$ cat config.mk
export PLATFORM = sky130hd
export DESIGN_NAME = main_control_fsm
export DESIGN_NICKNAME = d
export VERILOG_FILES = /design/src/rtl/main_control_fsm_pkg.sv /design/src/rtl/main_control_fsm_decode.sv /design/src/rtl/main_control_fsm.sv
export SDC_FILE = /design/constraint.sdc
export NUM_CORES = 1
export LEC_CHECK = 0
export ABC_AREA = 1
export BUFFER_PORTS_ARGS = -buffer_cell sky130_fd_sc_hd__buf_4
export CAP_MARGIN = 25
export CORE_UTILIZATION = 45
export CTS_CLUSTER_SIZE = 30
export DETAILED_ROUTE_END_ITERATION = 10
export PLACE_DENSITY = 0.75
export SYNTH_ARGS = -nofsm -noshare
export SYNTH_HDL_FRONTEND = slang
export SYNTH_SLANG_ARGS = --single-unit
$ cat constraint.sdc
create_clock -name clock -period 1.3 [get_ports clock]
set_input_delay 0 -clock clock [delete_from_list [all_inputs] [get_ports clock]]
set_output_delay 0 -clock clock [all_outputs]
set_load 0.05 [all_outputs]
$ cat src/rtl/main_control_fsm_pkg.sv
// Shared encodings for the multicycle main control FSM: states, opcodes,
// ALU operation selects and the bundled datapath control word.
package main_control_fsm_pkg;

  typedef enum logic [3:0] {
    S_FETCH   = 4'd0,
    S_DECODE  = 4'd1,
    S_MEMADR  = 4'd2,
    S_MEMRD   = 4'd3,
    S_MEMWB   = 4'd4,
    S_MEMWR   = 4'd5,
    S_EXEC    = 4'd6,
    S_RWB     = 4'd7,
    S_BRANCH  = 4'd8,
    S_JUMP    = 4'd9,
    S_ADDIEX  = 4'd10,
    S_ADDIWB  = 4'd11,
    S_ILLEGAL = 4'd12
  } state_t;

  localparam logic [5:0] OP_R    = 6'b000000;
  localparam logic [5:0] OP_LW   = 6'b100011;
  localparam logic [5:0] OP_SW   = 6'b101011;
  localparam logic [5:0] OP_BEQ  = 6'b000100;
  localparam logic [5:0] OP_J    = 6'b000010;
  localparam logic [5:0] OP_ADDI = 6'b001000;

  localparam logic [1:0] ALUOP_ADD  = 2'b00;
  localparam logic [1:0] ALUOP_SUB  = 2'b01;
  localparam logic [1:0] ALUOP_FUNC = 2'b10;

  typedef struct packed {
    logic       pc_write;
    logic       pc_write_cond;
    logic       i_or_d;
    logic       mem_read;
    logic       mem_write;
    logic       ir_write;
    logic       mem_to_reg;
    logic       reg_write;
    logic       reg_dst;
    logic       alu_src_a;
    logic [1:0] alu_op;
    logic [1:0] alu_src_b;
    logic [1:0] pc_source;
    logic       illegal;
  } ctrl_t;

endpackage

$ cat src/rtl/main_control_fsm_decode.sv
// Moore output decode: maps the current state to the full datapath control
// word. Anything not set for a state stays 0.
module control_output_decode
  import main_control_fsm_pkg::*;
(
  input  state_t state,
  output ctrl_t  ctrl
);

  always_comb begin
    ctrl = '0;
    case (state)
      S_FETCH: begin
        ctrl.mem_read  = 1'b1;
        ctrl.ir_write  = 1'b1;
        ctrl.alu_src_b = 2'b01;
        ctrl.alu_op    = ALUOP_ADD;
        ctrl.pc_write  = 1'b1;
      end
      S_DECODE: begin
        ctrl.alu_src_b = 2'b11;
        ctrl.alu_op    = ALUOP_ADD;
      end
      S_MEMADR, S_ADDIEX: begin
        ctrl.alu_src_a = 1'b1;
        ctrl.alu_src_b = 2'b10;
        ctrl.alu_op    = ALUOP_ADD;
      end
      S_MEMRD: begin
        ctrl.mem_read = 1'b1;
        ctrl.i_or_d   = 1'b1;
      end
      S_MEMWR: begin
        ctrl.mem_write = 1'b1;
        ctrl.i_or_d    = 1'b1;
      end
      S_MEMWB: begin
        ctrl.reg_write  = 1'b1;
        ctrl.mem_to_reg = 1'b1;
      end
      S_EXEC: begin
        ctrl.alu_src_a = 1'b1;
        ctrl.alu_src_b = 2'b00;
        ctrl.alu_op    = ALUOP_FUNC;
      end
      S_RWB: begin
        ctrl.reg_write = 1'b1;
        ctrl.reg_dst   = 1'b1;
      end
      S_ADDIWB: begin
        ctrl.reg_write = 1'b1;
      end
      S_BRANCH: begin
        ctrl.alu_src_a     = 1'b1;
        ctrl.alu_src_b     = 2'b00;
        ctrl.alu_op        = ALUOP_SUB;
        ctrl.pc_write_cond = 1'b1;
        ctrl.pc_source     = 2'b01;
      end
      S_JUMP: begin
        ctrl.pc_write  = 1'b1;
        ctrl.pc_source = 2'b10;
      end
      S_ILLEGAL: begin
        ctrl.illegal = 1'b1;
      end
      default: ;
    endcase
  end

endmodule

$ cat src/rtl/main_control_fsm.sv
// Multicycle main control FSM: state register, opcode latch and next-state
// logic; output decode lives in control_output_decode.
module main_control_fsm
  import main_control_fsm_pkg::*;
#(
  parameter bit ADDI_EN = 1'b1
) (
  input  logic       clock,
  input  logic       reset,
  input  logic [5:0] Opcode,
  output logic       PCWrite,
  output logic       PCWriteCond,
  output logic       IorD,
  output logic       MemRead,
  output logic       MemWrite,
  output logic       IRWrite,
  output logic       MemtoReg,
  output logic       RegWrite,
  output logic       RegDst,
  output logic       ALUSrcA,
  output logic [1:0] ALUOp,
  output logic [1:0] ALUSrcB,
  output logic [1:0] PCSource,
  output logic       Illegal,
  output logic [3:0] State
);

  state_t     cur_state;
  logic [5:0] opcode_q;
  logic       hold;
  ctrl_t      ctrl;

  // hold keeps FETCH for one extra edge after reset so the first fetch
  // strobes are seen for a full cycle before moving on.
  always_ff @(posedge clock or posedge reset) begin
    if (reset) begin
      cur_state <= S_FETCH;
      opcode_q  <= '0;
      hold      <= 1'b1;
    end else begin
      hold <= 1'b0;
      case (cur_state)
        S_FETCH:  if (!hold) cur_state <= S_DECODE;
        S_DECODE: begin
          opcode_q <= Opcode;
          case (Opcode)
            OP_LW, OP_SW: cur_state <= S_MEMADR;
            OP_R:         cur_state <= S_EXEC;
            OP_BEQ:       cur_state <= S_BRANCH;
            OP_J:         cur_state <= S_JUMP;
            OP_ADDI:      cur_state <= ADDI_EN ? S_ADDIEX : S_ILLEGAL;
            default:      cur_state <= S_ILLEGAL;
          endcase
        end
        S_MEMADR: cur_state <= (opcode_q == OP_LW) ? S_MEMRD : S_MEMWR;
        S_MEMRD:  cur_state <= S_MEMWB;
        S_EXEC:   cur_state <= S_RWB;
        S_ADDIEX: cur_state <= S_ADDIWB;
        default:  cur_state <= S_FETCH;
      endcase
    end
  end

  control_output_decode u_decode (
    .state (cur_state),
    .ctrl  (ctrl)
  );

  // Fetch-side strobes are held off while reset is asserted.
  assign PCWrite     = ctrl.pc_write & ~reset;
  assign IRWrite     = ctrl.ir_write & ~reset;
  assign MemRead     = ctrl.mem_read & ~reset;
  assign PCWriteCond = ctrl.pc_write_cond;
  assign IorD        = ctrl.i_or_d;
  assign MemWrite    = ctrl.mem_write;
  assign MemtoReg    = ctrl.mem_to_reg;
  assign RegWrite    = ctrl.reg_write;
  assign RegDst      = ctrl.reg_dst;
  assign ALUSrcA     = ctrl.alu_src_a;
  assign ALUOp       = ctrl.alu_op;
  assign ALUSrcB     = ctrl.alu_src_b;
  assign PCSource    = ctrl.pc_source;
  assign Illegal     = ctrl.illegal;
  assign State       = cur_state;

endmodule

==> results.json, run 1 <==
{
  "status": "did not finish",
  "haltStage": "global routing",
  "error": "[ERROR DPL-0038] Utilization greater than 100%, impossible to legalize",
  "syn_area_um2": 769.5,
  "dominantRegCellSynth": "dfrtp_1",
  "synth_top_cell_by_area": "dfrtp_1",
  "synthXorXnorAreaFrac": 0,
  "hpwl_mm": 1.551,
  "synthTopCellsByArea": "dfrtp_1 33%, nor2_1 12%, nand2_1 12%, inv_1 8.3%, dfstp_2 3.4%",
  "ys_types": 22,
  "numClockSinks": 11,
  "ys_ff_latch": 11,
  "synth_edf_count": 0,
  "placed_area_um2": 1084,
  "ioPinCount": 29,
  "grt_max_degree": 12,
  "globalplace.congestion": 0.7948,
  "numPortBuffers": 28,
  "synth_mux_area_frac": 0,
  "yosysMostFrequentCell": "nor2_1",
  "dp_cells": 158,
  "htree_levels": 1,
  "yosysTopAreaCellShare": 0.3252,
  "synth_compound_area_frac": 0.09919,
  "worstEndpointType": "top-level output",
  "cts_root_buf": "clkbuf_4",
  "cts_made_buffers": 3,
  "die_w_um": 43.35,
  "syn_nets": 123,
  "synth_warnings": 0,
  "synth_top_family_by_area": "simple AND/OR/NAND/NOR gates",
  "synthCells": 115,
  "start_util": 0.4936,
  "row_count": 14,
  "die-height_um": 43.35,
  "ys_seq_area_frac": 0.3593,
  "cts_buffer_depth": 2,
  "crit_endpoint": "MemRead",
  "synthAdderAreaFrac": 0,
  "yosys.area_share.simple": 0.3967,
  "avgSynthCellArea_um2": 6.691,
  "dp_slack_ns": 0.08989,
  "synth_common_cells": "25 x nor2_1, 24 x nand2_1, 17 x inv_1",
  "async_reset_ff_frac": 1.000
}
-- cell families after synthesis --
logic type | after synthesis
buf+inv | 24
compound gates | 13
other cells | 1
simple gates | 66
flops | 11
-- through the flow --
stage            util  hold WS [ns]  TNS [ns]
3_3_place_gp   0.6950       0.06618         0
3_5_place_dp   0.6950       0.06657         0
4_1_cts        0.8732      0.004630   -0.4289
2_1_floorplan       -       -0.1485   -0.4366
-- timing repair --
action	4_1_cts
setup buffers	13
hold buffers	2
pin swaps	9
resized for setup	30
endpoints found under the setup margin	13
endpoints found under the hold margin	11
==> run 2: changes to the inputs <==
--- a/config.mk
+++ b/config.mk
@@ -8,10 +8,10 @@
 export ABC_AREA = 1
 export BUFFER_PORTS_ARGS = -buffer_cell sky130_fd_sc_hd__buf_4
 export CAP_MARGIN = 25
-export CORE_UTILIZATION = 45
-export CTS_CLUSTER_SIZE = 30
+export CORE_AREA = 2 2 63 65
 export DETAILED_ROUTE_END_ITERATION = 10
-export PLACE_DENSITY = 0.75
+export DIE_AREA = 0 0 65 67
+export PLACE_DENSITY_LB_ADDON = 0.15
 export SYNTH_ARGS = -nofsm -noshare
 export SYNTH_HDL_FRONTEND = slang
 export SYNTH_SLANG_ARGS = --single-unit
==> run 2 against run 1 <==
  * The flow now finishes, with violations (hold timing, setup timing)
  * Synthesized area unchanged
  * Synthesized cell count unchanged
==> results.json, run 2 <==
{
  "timing.final.ws_setup_ns": -0.06588,
  "numClockSinks": 11,
  "fmax_mhz": 732.1,
  "cts_buffer_depth": 2,
  "htree_levels": 1,
  "seqPwrFrac": 0.177,
  "crit_path_end_kind": "output pin",
  "crit_fanout": 5,
  "drcViolationCount": 0,
  "ys_types": 22,
  "leakagePower_nw": 0.7087,
  "critPathKind": "reg -> out",
  "min_path_type": "in -> reg",
  "drt_pass1_iterations": 4,
  "area_delta_synth_final_pct": 91.54,
  "fin_crit_ns": 1.366,
  "synthTopCellsByArea": "dfrtp_1 33%, nor2_1 12%, nand2_1 12%, inv_1 8.3%, dfstp_2 3.4%",
  "p_per_area_nw_per_um2": 2451,
  "vias": 847,
  "worstPathRequired_ns": 1.30,
  "min_path_cells": 3,
  "globalplace.congestion": 0.7843,
  "drt-initial-drc-count": 29,
  "violations": "hold timing, setup timing",
  "worst_path_max_delay_cell": "dfrtp_2",
  "numPortBuffers": 28,
  "core_um2": 3606,
  "final_common_cell": "buf_4",
  "grt_pass1_wl_mm": 3.636,
  "switching_share": 0.5240,
  "synth_common_cells": "25 x nor2_1, 24 x nand2_1, 17 x inv_1",
  "p_int_w": 0.001719,
  "yosysTopAreaCellShare": 0.3252,
  "antenna_left": 0,
  "grt.overflow.total": 0,
  "vias_per_cell": 4.092,
  "switchingPower_w": 0.001893,
  "cts_tree": "built",
  "dieArea_um2": 4355,
  "die-height_um": 67,
  "setup_viol": 7,
  "hold_ws_ns": -0.002308,
  "ioPinCount": 29,
  "n_fill_cell": 359,
  "die_w_um": 65,
  "yosysMostFrequentCell": "nor2_1",
  "finalHoldViolCount": 1,
  "design_area_um2": 1474,
  "critPathArrivalTime_ns": 1.37,
  "largest_register": "opcode_q",
  "grt_max_degree": 12,
  "layout.cells.non_filler": 207,
  "cts_root_buf": "clkbuf_8",
  "p_clk_frac": 0.094,
  "start_kind": "register",
  "syn_nets": 123,
  "antenna_found_initial": 0,
  "ys_ff_latch": 11,
  "status": "finished with violations",
  "fin_nets": 168,
  "slew_viol_final": 0,
  "async_reset_ff_frac": 1.000,
  "r2r_cells": 7,
  "final_cell_mix": "21 x buf_4, 18 x nand2_1, 16 x buf_6, 15 x nor2_1, 12 x nor2_4",
  "insertion_delay_ns": 0.23,
  "hpwl_mm": 1.630,
  "row_count": 22,
  "grt_pass1_vias": 794,
  "skew_ns": 0.002574,
  "clkTransAtPathRegs_ns": 0.05,
  "ys_seq_area_frac": 0.3593,
  "r2r_slack_ns": 0.01,
  "drv_cap": 0,
  "p_total_w": 0.003612,
  "dp_cells": 190,
  "finish.utilization": 0.4087,
  "dp_slack_ns": 0.08927,
  "cp_cell_sequence": "nor2_4, nand2_4, a21oi_4, buf_6",
  "cts_made_buffers": 3,
  "syn_area_um2": 769.5,
  "peakVddDrop_mv": 0.5163,
  "drive_gt1_frac": 0.6226,
  "drt_wl_total_mm": 2.216,
  "critPathMaxStageDelay_ns": 0.46,
  "start_util": 0.2134,
  "synthCells": 115,
  "placed_area_um2": 1124,
  "avgSynthCellArea_um2": 6.691,
  "n_antenna_cell": 0,
  "largest_reg_flops": 6,
  "finalCritPeriodShare": 1.051,
  "rsz0062_at_grt": "true",
  "grtUsageTotal": 0.1088,
  "synth_top_cell_by_area": "dfrtp_1",
  "synth_edf_count": 0,
  "dominantRegCellSynth": "dfrtp_1",
  "combPwrFrac": 0.729,
  "wl_per_cell_um": 10.71,
  "synth_warnings": 0
}
==> run 2: cell counts after synthesis <==
No cell type changed its count.
==> run 2: repair_timing <==
action | 4_1_cts | 5_1_grt
hold buffers | 1 | 0
endpoints found under the hold margin | 10 | 0
resized for setup | 27 | 28
buffers inserted | 6 | 6
endpoints found under the setup margin | 12 | 26
pin swaps | 6 | 8
==> run 2: power by group through the flow <==
stage / sequential, W / clock (W) / combinational [W]
after floorplan: 0.000731 / 0 / 0.00139
after global placement: 0.000624 / 0 / 0.00197
after detailed placement: 0.000624 / 0 / 0.00197
after CTS: 0.000634 / 0.000349 / 0.00236
after global routing: 0.000663 / 0.000367 / 0.00280
final: 0.000641 / 0.000338 / 0.00263
==> run 2: final cells by class <==
class	count	area, um^2	share of cell area
multi-input cells	80	573.1	0.3888
repair buffers	42	412.9	0.2801
flip-flops and latches	11	281.5	0.1910
inverters	22	100.1	0.06791
well taps	48	60.06	0.04075
clock buffers	3	41.29	0.02801
clock inverters	1	5.005	0.003396
==> run 2: logic make-up (layout without fill, tap and decap cells) <==
kind of cell	Yosys count	count (layout)	synth area share
compound gates	13	13	0.09920
buf+inv	24	68	0.1398
flops	11	11	0.3594
other cells	1	1	0.004873
simple gates	66	66	0.3968
==> run 2: routing by layer <==
layer  GRT usage  up-vias  routed length, um
met3     0.01858        2                101
met5           0        -                  0
met4     0.04787        0                 27
met1      0.1389      386                938
met2      0.1791       28               1148
li1            -      431                  -
==> run 2: path summary, 6_finish.rpt <==
path / from / to
setup / recovery: State[3]$_DFFE_PP0P_ / MemRead
hold / removal: Opcode[3] / opcode_q[3]$_DFFE_PP0P_
setup reg to reg: State[3]$_DFFE_PP0P_ / State[1]$_DFFE_PP0P_
hold reg to reg: opcode_q[0]$_DFFE_PP0P_ / opcode_q[0]$_DFFE_PP0P_
max in group asynchronous: reset / hold$_DFF_PP1_
min in group asynchronous: reset / opcode_q[2]$_DFFE_PP0P_
==> run 2: critical path: cells and delay by family (launching register included) <==
family,cells,cell delay [ns]
AO/OA/AOI/OAI,1,0.16
buffers and inverters,1,0.17
flip-flops,1,0.46
AND/OR/NAND/NOR,2,0.35
==> run 2: stage by stage <==
stage                     setup TNS (ns)  hold slack [ns]
final                            -0.3077        -0.002308
after global routing              -1.234         0.008412
after CTS                        -0.4759        0.0007127
after detailed placement               0          0.07549
after global placement                 0          0.07365
after floorplan                  -0.4366          -0.1485
(Power assumes the default switching activity.)
